`config.mk`:
```
export PLATFORM = sky130hd
export DESIGN_NAME = acm_table_loader
export DESIGN_NICKNAME = d
export VERILOG_FILES = /design/src/rtl/acm_table_loader_pkg.sv /design/src/rtl/acm_table_loader_phase_timer.sv /design/src/rtl/acm_table_loader.sv
export SDC_FILE = /design/constraint.sdc
export NUM_CORES = 1
export LEC_CHECK = 0
export BUFFER_PORTS_ARGS = -buffer_cell sky130_fd_sc_hd__clkbuf_2
export CORE_ASPECT_RATIO = 1.4
export CORE_MARGIN = 8
export CORE_UTILIZATION = 35
export CTS_CLUSTER_DIAMETER = 80
export DETAILED_ROUTE_END_ITERATION = 10
export PLACE_DENSITY = 0.68
export SLEW_MARGIN = 10
export SYNTH_ARGS = -nofsm -noshare
export SYNTH_HDL_FRONTEND = slang
export SYNTH_SLANG_ARGS = --single-unit
```
`constraint.sdc`:
```
create_clock -name pclk -period 1.5 [get_ports pclk]
set_input_delay 0.075 -clock pclk [delete_from_list [all_inputs] [get_ports pclk]]
set_output_delay 0.075 -clock pclk [all_outputs]
set_load 0.02 [all_outputs]
```
`src/rtl/acm_table_loader_pkg.sv`:
```
// Shared types and widths for the ACM table loader: walk states, ACM bus widths
// and the phase-timer width.
package acm_table_loader_pkg;

  localparam int ACM_AW = 8;
  localparam int ACM_DW = 8;
  localparam int PT_W   = 4;

  typedef enum logic [2:0] {
    ST_IDLE,
    ST_FETCH,
    ST_SETUP,
    ST_STROBE,
    ST_HOLD,
    ST_VERIFY,
    ST_NEXT,
    ST_DONE
  } acm_state_t;

endpackage

```
`src/rtl/acm_table_loader_phase_timer.sv`:
```
// Loadable down-counter timing the SETUP, STROBE and HOLD phases of one ACM write.
// Loading N-1 on phase entry makes zero rise in the phase's last cycle.
module acm_phase_timer
  import acm_table_loader_pkg::*;
(
  input  logic            pclk,
  input  logic            reset,
  input  logic            load,
  input  logic [PT_W-1:0] load_val,
  output logic            zero
);

  logic [PT_W-1:0] cnt;

  always_ff @(posedge pclk or posedge reset) begin
    if (reset) begin
      cnt <= '0;
    end else if (load) begin
      cnt <= load_val;
    end else if (cnt != '0) begin
      cnt <= cnt - 1'b1;
    end
  end

  assign zero = (cnt == '0);

endmodule

```
`src/rtl/acm_table_loader.sv`:
```
// Walks the ACM lookup table from address 0 to LAST_ADDR and copies every valid
// entry into the analog configuration memory with a timed strobe and optional read-back.
module acm_table_loader
  import acm_table_loader_pkg::*;
#(
  parameter int LAST_ADDR     = 255,
  parameter int SETUP_CYCLES  = 1,
  parameter int STROBE_CYCLES = 2,
  parameter int VERIFY        = 1,
  parameter int AUTOSTART     = 1
) (
  input  logic              pclk,
  input  logic              reset,
  input  logic              start,
  output logic [ACM_AW-1:0] acmaddr,
  input  logic [ACM_DW-1:0] acmdata,
  input  logic              acmdo,
  output logic [ACM_AW-1:0] acm_addr,
  output logic [ACM_DW-1:0] acm_wdata,
  output logic              acm_wen,
  output logic              acm_ren,
  input  logic [ACM_DW-1:0] acm_rdata,
  output logic              busy,
  output logic              done,
  output logic              error,
  output logic [ACM_AW-1:0] erraddr,
  output acm_state_t        dbg_state
);

  localparam logic [PT_W-1:0]   SETUP_LD  = PT_W'(SETUP_CYCLES - 1);
  localparam logic [PT_W-1:0]   STROBE_LD = PT_W'(STROBE_CYCLES - 1);
  localparam logic [ACM_AW-1:0] LAST      = ACM_AW'(LAST_ADDR);
  localparam logic              AUTO      = (AUTOSTART != 0);

  acm_state_t        state;
  logic [ACM_AW-1:0] cnt;
  logic              auto_pend;
  logic              vwait;
  logic              t_load;
  logic [PT_W-1:0]   t_val;
  logic              t_zero;

  acm_phase_timer u_timer (
    .pclk     (pclk),
    .reset    (reset),
    .load     (t_load),
    .load_val (t_val),
    .zero     (t_zero)
  );

  // The timer is reloaded on the same edge the FSM enters the phase it times.
  always_comb begin
    t_load = 1'b0;
    t_val  = '0;
    case (state)
      ST_FETCH:  if (acmdo)  begin t_load = 1'b1; t_val = SETUP_LD;  end
      ST_SETUP:  if (t_zero) begin t_load = 1'b1; t_val = STROBE_LD; end
      ST_STROBE: if (t_zero) begin t_load = 1'b1; t_val = SETUP_LD;  end
      default: ;
    endcase
  end

  always_ff @(posedge pclk or posedge reset) begin
    if (reset) begin
      state     <= ST_IDLE;
      cnt       <= '0;
      auto_pend <= AUTO;
      vwait     <= 1'b0;
      acmaddr   <= '0;
      acm_addr  <= '0;
      acm_wdata <= '0;
      acm_wen   <= 1'b0;
      acm_ren   <= 1'b0;
      busy      <= 1'b0;
      done      <= 1'b0;
      error     <= 1'b0;
      erraddr   <= '0;
    end else begin
      case (state)
        ST_IDLE, ST_DONE: begin
          if (start || auto_pend) begin
            auto_pend <= 1'b0;
            cnt       <= '0;
            acmaddr   <= '0;
            busy      <= 1'b1;
            done      <= 1'b0;
            error     <= 1'b0;
            erraddr   <= '0;
            state     <= ST_FETCH;
          end
        end
        ST_FETCH: begin
          if (acmdo) begin
            acm_addr  <= cnt;
            acm_wdata <= acmdata;
            state     <= ST_SETUP;
          end else begin
            state <= ST_NEXT;
          end
        end
        ST_SETUP: begin
          if (t_zero) begin
            acm_wen <= 1'b1;
            state   <= ST_STROBE;
          end
        end
        ST_STROBE: begin
          if (t_zero) begin
            acm_wen <= 1'b0;
            state   <= ST_HOLD;
          end
        end
        ST_HOLD: begin
          if (t_zero) begin
            if (VERIFY != 0) begin
              acm_ren <= 1'b1;
              vwait   <= 1'b0;
              state   <= ST_VERIFY;
            end else begin
              state <= ST_NEXT;
            end
          end
        end
        ST_VERIFY: begin
          // Read data returns in the cycle after the request; acm_wdata still holds the written value.
          if (!vwait) begin
            acm_ren <= 1'b0;
            vwait   <= 1'b1;
          end else begin
            vwait <= 1'b0;
            if (acm_rdata != acm_wdata) begin
              error <= 1'b1;
              if (!error) erraddr <= cnt;
            end
            state <= ST_NEXT;
          end
        end
        ST_NEXT: begin
          if (cnt == LAST) begin
            busy  <= 1'b0;
            done  <= 1'b1;
            state <= ST_DONE;
          end else begin
            cnt     <= cnt + 1'b1;
            acmaddr <= cnt + 1'b1;
            state   <= ST_FETCH;
          end
        end
        default: state <= ST_IDLE;
      endcase
    end
  end

  assign dbg_state = state;

endmodule

```
# Word-level counts from Yosys, hierarchy flattened
# Index checks and enable logic that the tools add are counted.
# totals
regBits	46
# classes
add_sub_neg	2
mux	38
n_reduce_logical	21
eq_ne	19
# ops
cell	n
$mux 8	5
$pmux 8 s2	2
$mux 3	7
$pmux 3 s7	1
$ne 2x2->1 const B	10
$mux 1	14
$pmux 1 s2	7
$eq 3x3->1 const B	4
$reduce_and 3->1	4
$reduce_and 5->1	2
$reduce_bool 2->1	5
$add 8x1->8 const B	1
$eq 8x8->1 const B	1
$mux 4	2
$ne 8x8->1	1
$eq 3x2->1 const B	2
$reduce_and 2->1	3
$logic_not 4->1	1
$reduce_and 4->1	1
$reduce_bool 4->1	1
$reduce_or 2->1	2
$sub 4x1->4 const B	1
$eq 3x1->1 const B	1
$logic_not 3->1	1
$logic_or 1x1->1	1

# Depth between registers and ports, before layout
# Gate-level depths: netlist of the first run.
# logic_depth
ltp_word	4
depth_mapped	6

# By module
# From an unflattened synthesis of the first run, not the netlist that was laid out.
# unflattened
cells_unflattened	212
hier_area_um2	2267.2
# by_module_without_submodules
mod	area_per_inst_um2	seq_area_each_um2	instances	cells_per_inst
acm_table_loader	2030.7	1052.3	1	189
acm_phase_timer	236.5	100.1	1	23

# Worst setup path after synthesis of the first run
# OpenSTA, ideal clock, no wires.
# synth_path
path_kind	register to register
from	register cnt[0]
to	register cnt[1]
required_ns	1.380
path_stages_with_launch	7
setup_ns	0.120
setup_slack_ns	-0.219
t_arrival_ns	1.599
cell_sequence	dfrtp_1 > ha_1 > nand3_1 > o21ai_1 > buf_2 > nand2_1 > a31o_2
# synth_via
elab_chain_len	3
word_cells_on_any_way	6
# synth_rtl
element	line	text
start, declared	acm_table_loader.sv:36	logic [ACM_AW-1:0] cnt;
start signal, assigned	acm_table_loader.sv:144	cnt <= cnt + 1'b1;
$add 8x1->8 / $eq 8x8->1 (equally long branches)	acm_table_loader.sv:144, acm_table_loader.sv:139	
$mux 8 / $ne 2x2->1 (equally long branches)	n/a	
$pmux 8 s2 / $reduce_and 3->1 (equally long branches)	n/a	
# Several ways; a longest one is shown, not always the timed one. The select of a mux whose other input is x is not followed.
# A chain may end at the register's enable or synchronous reset.

# Final worst setup path of the first run
# layout_path
from	register state[0], in the netlist dbg_state[0]
to	register cnt[5]
# layout_via
elab_chain_len	4
word_cells_on_any_way	9
# layout_rtl
element	line	text
start, declared	acm_table_loader.sv:35	acm_state_t state;
start signal, assigned	acm_table_loader.sv:65	state <= ST_IDLE;
start signal, assigned	acm_table_loader.sv:89	state <= ST_FETCH;
start signal, assigned	acm_table_loader.sv:96	state <= ST_SETUP;
$eq 3x3->1 / $logic_not 3->1 (equally long branches)	acm_table_loader.sv:79	case (state)
$reduce_or 2->1	acm_table_loader.sv:79	
$ne 2x2->1 (no source line) / $reduce_bool 2->1 (equally long branches)	n/a	
$reduce_and 3->1 (no source line)	n/a	
# Several ways; a longest one is shown, not always the timed one.

==> flow_summary_export.csv, run 1 <==
group,metric,value,unit
pwr,leakage,1.494,nW
pwr,p_sw,2.421,mW
place,gp_congestion,0.8107,
cts,clk_pin_slew,0.09,ns
layout,n_antenna_cell,0,
global_route,grt_max_degree,47,
critical_path,worstPathCellList,"and3_4 > o21a_4 > or4_4 > nand2_2",
layout,multiInputGateArea,1194,um2
cts,cts_sinks,46,
synthesis,async_flop_share,100.0,%
detailed_routing,drt_iter0_drc,92,
timing,period_share,99.93,%
cts,insertion_delay,0.30,ns
pwr,p_per_area,1832,nW/um2
synthesis,synth_warnings,0,
timing,hold_violations,0,
worst_hold_path,min_path_cells,2,
global_route,grt_antenna_before_repair,0,
place,io_buffers,59,
pwr,p_int,3.581,mW
layout,final_cell_area,3277,um2
timing,hold_ws,0.005149,ns
critical_path,r2r_cells,4,
critical_path,cp-end-kind,"register",
layout,nNetsFinal,343,
timing,finalCriticalPeriod,1.499,ns
detailed_routing,drc,0,
global_route,gr-total-overflow,0,
detailed_routing,viasPerCell,5.270,
timing,setup_violations,0,
critical_path,crit_slowest_cell,"or4_4",
critical_path,cp_max_fo,6,
run_status,outcome,"finished clean",
layout,drive_gt1_share,52.80,%
pwr,sw_frac_of_total,40.34,%
critical_path,required,1.74,ns
pwr,seq_power_share,34.4,%
critical_path,r2r-start,"dbg_state[0]",
synthesis,synth_commonest_cells,"dfrtp_1 (45), o211ai_1 (23), nand2_1 (17)",
floorplanning,ios,60,
floorplanning,die_area,9513,um2
critical_path,cp_num_buf_inv,0,
timing,max_freq,667.2,MHz
floorplanning,std_cell_rows,35,
timing,timing_max_transition_violations_final,0,
synthesis,synth_edf_count,0,
critical_path,rrSetupSlack,0.001,ns
timing,slew_headroom,76.68,%
floorplanning,design.core.area,6481,um2
synthesis,ys.flop_type,"dfrtp_1",
floorplanning,die_x,84.75,um
synthesis,synthTopCellsByArea,"dfrtp_1 (49%), mux2_2 (7.8%), o211ai_1 (7.5%)",
place,dpl-instance-area,2992,um2
detailed_routing,vias,2087,
global_route,grt_usage,13.48,%
detailed_routing,firstDrtPassIters,4,
place,place_hpwl,4.564,mm
synthesis,synthCells,219,
synthesis,syn_nets,241,
floorplanning,die_h,112.3,um
synthesis,synth_top_cell_by_area,"dfrtp_1",
worst_hold_path,min_to,"acm_wdata[6]",
synthesis,synth_seq_area_share,49.76,%
critical_path,cp_top_family,"simple AND/OR/NAND/NOR gates",
global_route,grt_pass1_vias,2191,
pwr,p_clk_share,15.5,%
worst_hold_path,min-delay-start,"acmdata[6]",
detailed_routing,postRouteWirelength,6.308,mm
cts,cts_buffers,5,
detailed_routing,ant_nets,0,
cts,cts-root-buf,"clkbuf_8",
cts,cts_tree,"yes",
synthesis,synth.most_common_cell,"dfrtp_1",
worst_hold_path,min_path_type,"input port to register",
layout,nFillCells,614,
layout,seq_area,1171,um2
critical_path,cpPeakStageDelay,0.48,ns
global_route,grt_first_pass_wirelength,10.38,mm
layout,syn_to_final_growth,41.49,%
synthesis,synth_top_cell_area_share,48.62,%
pwr,p_comb_share,50.1,%
detailed_routing,wl_per_cell,15.93,um
synthesis,synth.distinct_cells,46,
critical_path,worst_ep_arrival_time,1.74,ns
critical_path,r2r_end,"cnt[5]",
run,cap_violations,0,
place,placed_cells,378,
timing,rsz0062_at_grt,"yes",
cts,htree_levels,2,
critical_path,start_kind,"register",
pwr,ir_drop,907.1,uV
timing,worstMarginPinSlew,0.3479,ns
critical_path,critPathKind,"register to register",
layout,fin_cells,396,
synthesis,postSynthAreaPerCell,10.58,um2
timing,clock_skew,0.005360,ns
synthesis,syn_area,2316,um2
cts,cts_buffer_depth,2,
floorplanning,floorplan.initialDensity,35.73,%
synthesis,ys_ff_latch,46,
## kinds of logic (layout without fill, tap and decap cells)
kind of cell	count (synthesis)	count (layout)	synth area share, %
simple gates	73	73	17.45
fa+ha+maj	2	2	1.080
buf+inv	17	119	3.457
mux	17	17	8.212
compound gates	56	57	17.02
flops	46	46	49.76
xor+xnor	8	8	3.026
## per-stage QoR
stage | power, mW | TNS, ns | utilization, % | worst slack [ns]
finish | 6.002 | 0 | 50.56 | 0.001087
floorplan | 3.816 | -0.3637 | - | -0.08260
CTS | 5.937 | 0 | 48.84 | 0.005409
detailed placement | 4.905 | -0.06610 | 46.16 | -0.05116
global route | 6.405 | -0.6204 | 50.56 | -0.05554
global placement | 4.817 | -0.0005845 | 46.16 | -0.0005845
## per-layer routing
layer / GRT usage, % / up-vias / share of wire [%] / wire (um)
li1: - / 1021 / - / -
met1: 15.30 / 1002 / 42 / 2678
met2: 23.83 / 53 / 51 / 3220
met3: 3.509 / 11 / 5.1 / 319
met4: 4.296 / 0 / 1.4 / 91
met5: 0 / - / 0 / 0
## cell usage in the layout, fill, tap and decap left out, types with 2 or more instances in the layout
| cell type | count |
|---|---|
| dlygate4sd3_1 | 4 |
| nor2_2 | 2 |
| or4_1 | 2 |
| nand2_2 | 3 |
| o21ai_1 | 2 |
| nand2_1 | 14 |
| a21o_1 | 2 |
| clkbuf_8 | 5 |
| buf_12 | 2 |
| or4_4 | 3 |
| nand4_1 | 3 |
| o21ai_2 | 2 |
| nor2_1 | 9 |
| dfrtp_2 | 15 |
| a21oi_2 | 2 |
| o21ai_0 | 7 |
| and3_1 | 3 |
| inv_2 | 3 |
| nand3_1 | 13 |
| o211ai_1 | 23 |
| buf_4 | 37 |
| inv_1 | 3 |
| clkbuf_2 | 59 |
| buf_6 | 3 |
| a21oi_1 | 6 |
| xnor2_1 | 8 |
| nand3b_1 | 2 |
| mux2_2 | 16 |
| dfrtp_1 | 30 |
| a211oi_1 | 2 |
| nand2b_1 | 3 |
## sequential cells by signal, summed over array words and instances, names as in the netlist
name         count
cnt              8
erraddr          8
u_timer.cnt      4
auto_pend        1
acm_addr         8
acm_ren          1
busy             1
vwait            1
acm_wdata        8
dbg_state        3
done             1
acm_wen          1
error            1
## worst max-delay path by stage
stage	slack [ns]	startpoint	to	cells past startpoint
after floorplan	-0.08	acm_wdata[5]	error	5
final	0.001	dbg_state[0]	cnt[5]	4
after global placement	-0.0006	u_timer.cnt[0]	dbg_state[0]	5
after global routing	-0.06	cnt[4]	cnt[7]	4
after CTS	0.005	u_timer.cnt[0]	u_timer.cnt[0]	5
after detailed placement	-0.05	u_timer.cnt[0]	dbg_state[0]	5
## layout make-up
cell class | count | share of cell area (%)
Inverter | 6 | 0.6873
Clock inverter | 2 | 1.145
Clock buffer | 6 | 2.215
Timing Repair Buffer | 105 | 20.96
Tap cell | 74 | 2.826
Sequential cell | 46 | 35.74
Multi-Input combinational cell | 157 | 36.43
## power by group through the flow
stage          Clock, mW  Combinational (mW)  Sequential [mW]
2_1_floorplan          0                1.33             2.49
3_3_place_gp           0                2.75             2.06
3_5_place_dp           0                2.82             2.09
4_1_cts            0.949                2.92             2.07
5_1_grt            0.996                3.26             2.15
6_report           0.930                3.01             2.06
## what timing repair did
| action | 4_1_cts | 5_1_grt |
|---|---|---|
| setup endpoints to repair | 12 | 21 |
| hold endpoints to repair | 46 | 2 |
| gates resized for setup | 9 | 17 |
| buffers inserted | 2 | 3 |
| hold buffers | 2 | 2 |
| pin swaps | 2 | 7 |
| cloned | 0 | 1 |
Note: power is estimated with default switching activity, not from simulation.
==> run 2, diff against run 1 <==
Settings changed: PLACE_DENSITY 0.68 to 0.66.
Clock period 1.5 ns to 1.7 ns, I/O delays scaled along.
==> run 2 against run 1 <==
Effect of this change: first-iteration DRC count increased by 3.3%; highest routed layer unchanged; critical endpoint is now acm_addr[5]; setup slack improved by 0.082 ns; global-route usage fell by 0.38 points; sequential share of layout area grew 1.9 points; critical path depth grew 1; core utilization decreased by 3.2 points; clock skew increased by 0.0054 ns; flip-flop and latch count stayed put; die area is the same; register-to-register slack improved by 0.08 ns; combinational power is 21% lower.
==> flow_summary_export.csv, run 2 (synthesized netlist as in run 1, its figures left out) <==
group,metric,value,unit
timing,max_freq,618.5,MHz
detailed_routing,firstDrtPassIters,4,
layout,fin_util,47.37,%
floorplanning,std_cell_rows,35,
pwr,ir_drop,876.3,uV
layout,drive_gt1_share,41.69,%
cts,clk_pin_slew,0.09,ns
detailed_routing,viasPerCell,5.352,
critical_path,start_kind,"register",
detailed_routing,wl_per_cell,15.82,um
run,cap_violations,0,
layout,syn_to_final_growth,32.58,%
cts,htree_levels,2,
critical_path,cp-end-kind,"register",
floorplanning,design.core.area,6481,um2
detailed_routing,vias,2039,
layout,nFillCells,639,
detailed_routing,ant_nets,0,
global_route,grt_max_degree,31,
timing,timing_max_transition_violations_final,0,
critical_path,cp_max_fo,19,
floorplanning,die_area,9513,um2
cts,cts-root-buf,"clkbuf_8",
cts,cts_tree,"yes",
layout,most-common-layout-cells,"clkbuf_2 (59), dfrtp_1 (42), buf_4 (26)",
layout,layout_commonest_cell,"clkbuf_2",
run_status,outcome,"finished clean",
global_route,grt_first_pass_wirelength,10.21,mm
pwr,p_per_area,1633,nW/um2
cts,cts_buffer_depth,2,
floorplanning,ios,60,
pwr,power.total,5.014,mW
floorplanning,die_x,84.75,um
global_route,grt_antenna_before_repair,0,
global_route,grt_usage,13.11,%
floorplanning,floorplan.initialDensity,35.73,%
cts,cts_buffers,5,
pwr,leakage,1.442,nW
timing,period_share,95.11,%
global_route,grt_pass1_vias,2148,
timing,slew_headroom,74.47,%
timing,hold_violations,0,
detailed_routing,postRouteWirelength,6.026,mm
critical_path,critPathKind,"register to register",
place,gp_congestion,0.7918,
place,place_hpwl,4.626,mm
timing,timing.setup.tns,0,ns
timing,rsz0062_at_grt,"no",
global_route,gr-total-overflow,0,
timing,setup_violations,0,
critical_path,required,1.88,ns
layout,nNetsFinal,328,
cts,cts_sinks,46,
detailed_routing,drt_iter0_drc,95,
detailed_routing,drc,0,
timing,clock_skew,0.01076,ns
layout,n_antenna_cell,0,
timing,finalCriticalPeriod,1.617,ns
cts,insertion_delay,0.30,ns
floorplanning,die_h,112.3,um
critical_path,worst_ep_arrival_time,1.80,ns
place,io_buffers,59,
timing,worstMarginPinSlew,0.3824,ns
worst_hold_path,min_path_type,"input port to register",
-- run 2: what timing repair did --
item,CTS,global route
resized for setup,0,6
hold buffers,1,2
buffers inserted,0,0
setup endpoints to repair,0,14
hold endpoints to repair,16,2
-- run 2: cell type report --
| cell class | instances | area (um2) | share of cell area, % |
|---|---|---|---|
| clock inverter | 1 | 30.03 | 0.9780 |
| tap | 74 | 92.59 | 3.015 |
| multi-input combinational | 156 | 1102 | 35.90 |
| timing repair buffer | 91 | 580.6 | 18.91 |
| sequential | 46 | 1156 | 37.65 |
| clock buffer | 7 | 86.33 | 2.812 |
| inverter | 6 | 22.52 | 0.7335 |
-- run 2: path summary, 6_finish.rpt --
path / cells after the start / slack (ns) / to / start
worst min register to register: 1 / 0.50 / busy / busy
max in group asynchronous: 4 / 0.85 / auto_pend / reset
worst max register to register: 5 / 0.08 / acm_addr[5] / dbg_state[2]
min in group asynchronous: 3 / 0.29 / acm_wdata[6] / reset
worst max-delay path: 5 / 0.08 / acm_addr[5] / dbg_state[2]
worst min-delay path: 2 / 0.007 / acm_wdata[2] / acmdata[2]
-- run 2: power breakdown --
group,switching [mW],total [mW],internal (mW)
logic,1.33,2.38,1.04
clock network,0.373,0.852,0.480
registers,0.321,1.79,1.46
-- run 2: critical path: stages (launching register included) --
cell,delay (ns)
dfrtp_1,0.45
buf_4,0.18
nor2_1,0.13
and3_1,0.22
buf_12,0.18
mux2_2,0.34
-- run 2: per-layer routing --
| layer | track usage (%) | wire length, um | vias to the layer above |
|---|---|---|---|
| met3 | 3.143 | 268 | 11 |
| li1 | - | - | 987 |
| met5 | 0 | 0 | - |
| met1 | 14.17 | 2444 | 994 |
| met2 | 23.56 | 3192 | 47 |
| met4 | 5.609 | 121 | 0 |
-- run 2: stage by stage --
| step | area (um2) | hold slack (ns) | instances | setup slack (ns) |
|---|---|---|---|---|
| after floorplan | 2318 | 0.2367 | 219 | 0.02953 |
| after global placement | 2904 | 0.07436 | 370 | 0.1004 |
| after detailed placement | 2904 | 0.07897 | 370 | 0.05844 |
| after CTS | 3030 | 0.004330 | 379 | 0.04618 |
| after global routing | 3070 | 0.005596 | 381 | 0.004972 |
| final | 3070 | 0.007308 | 381 | 0.08311 |
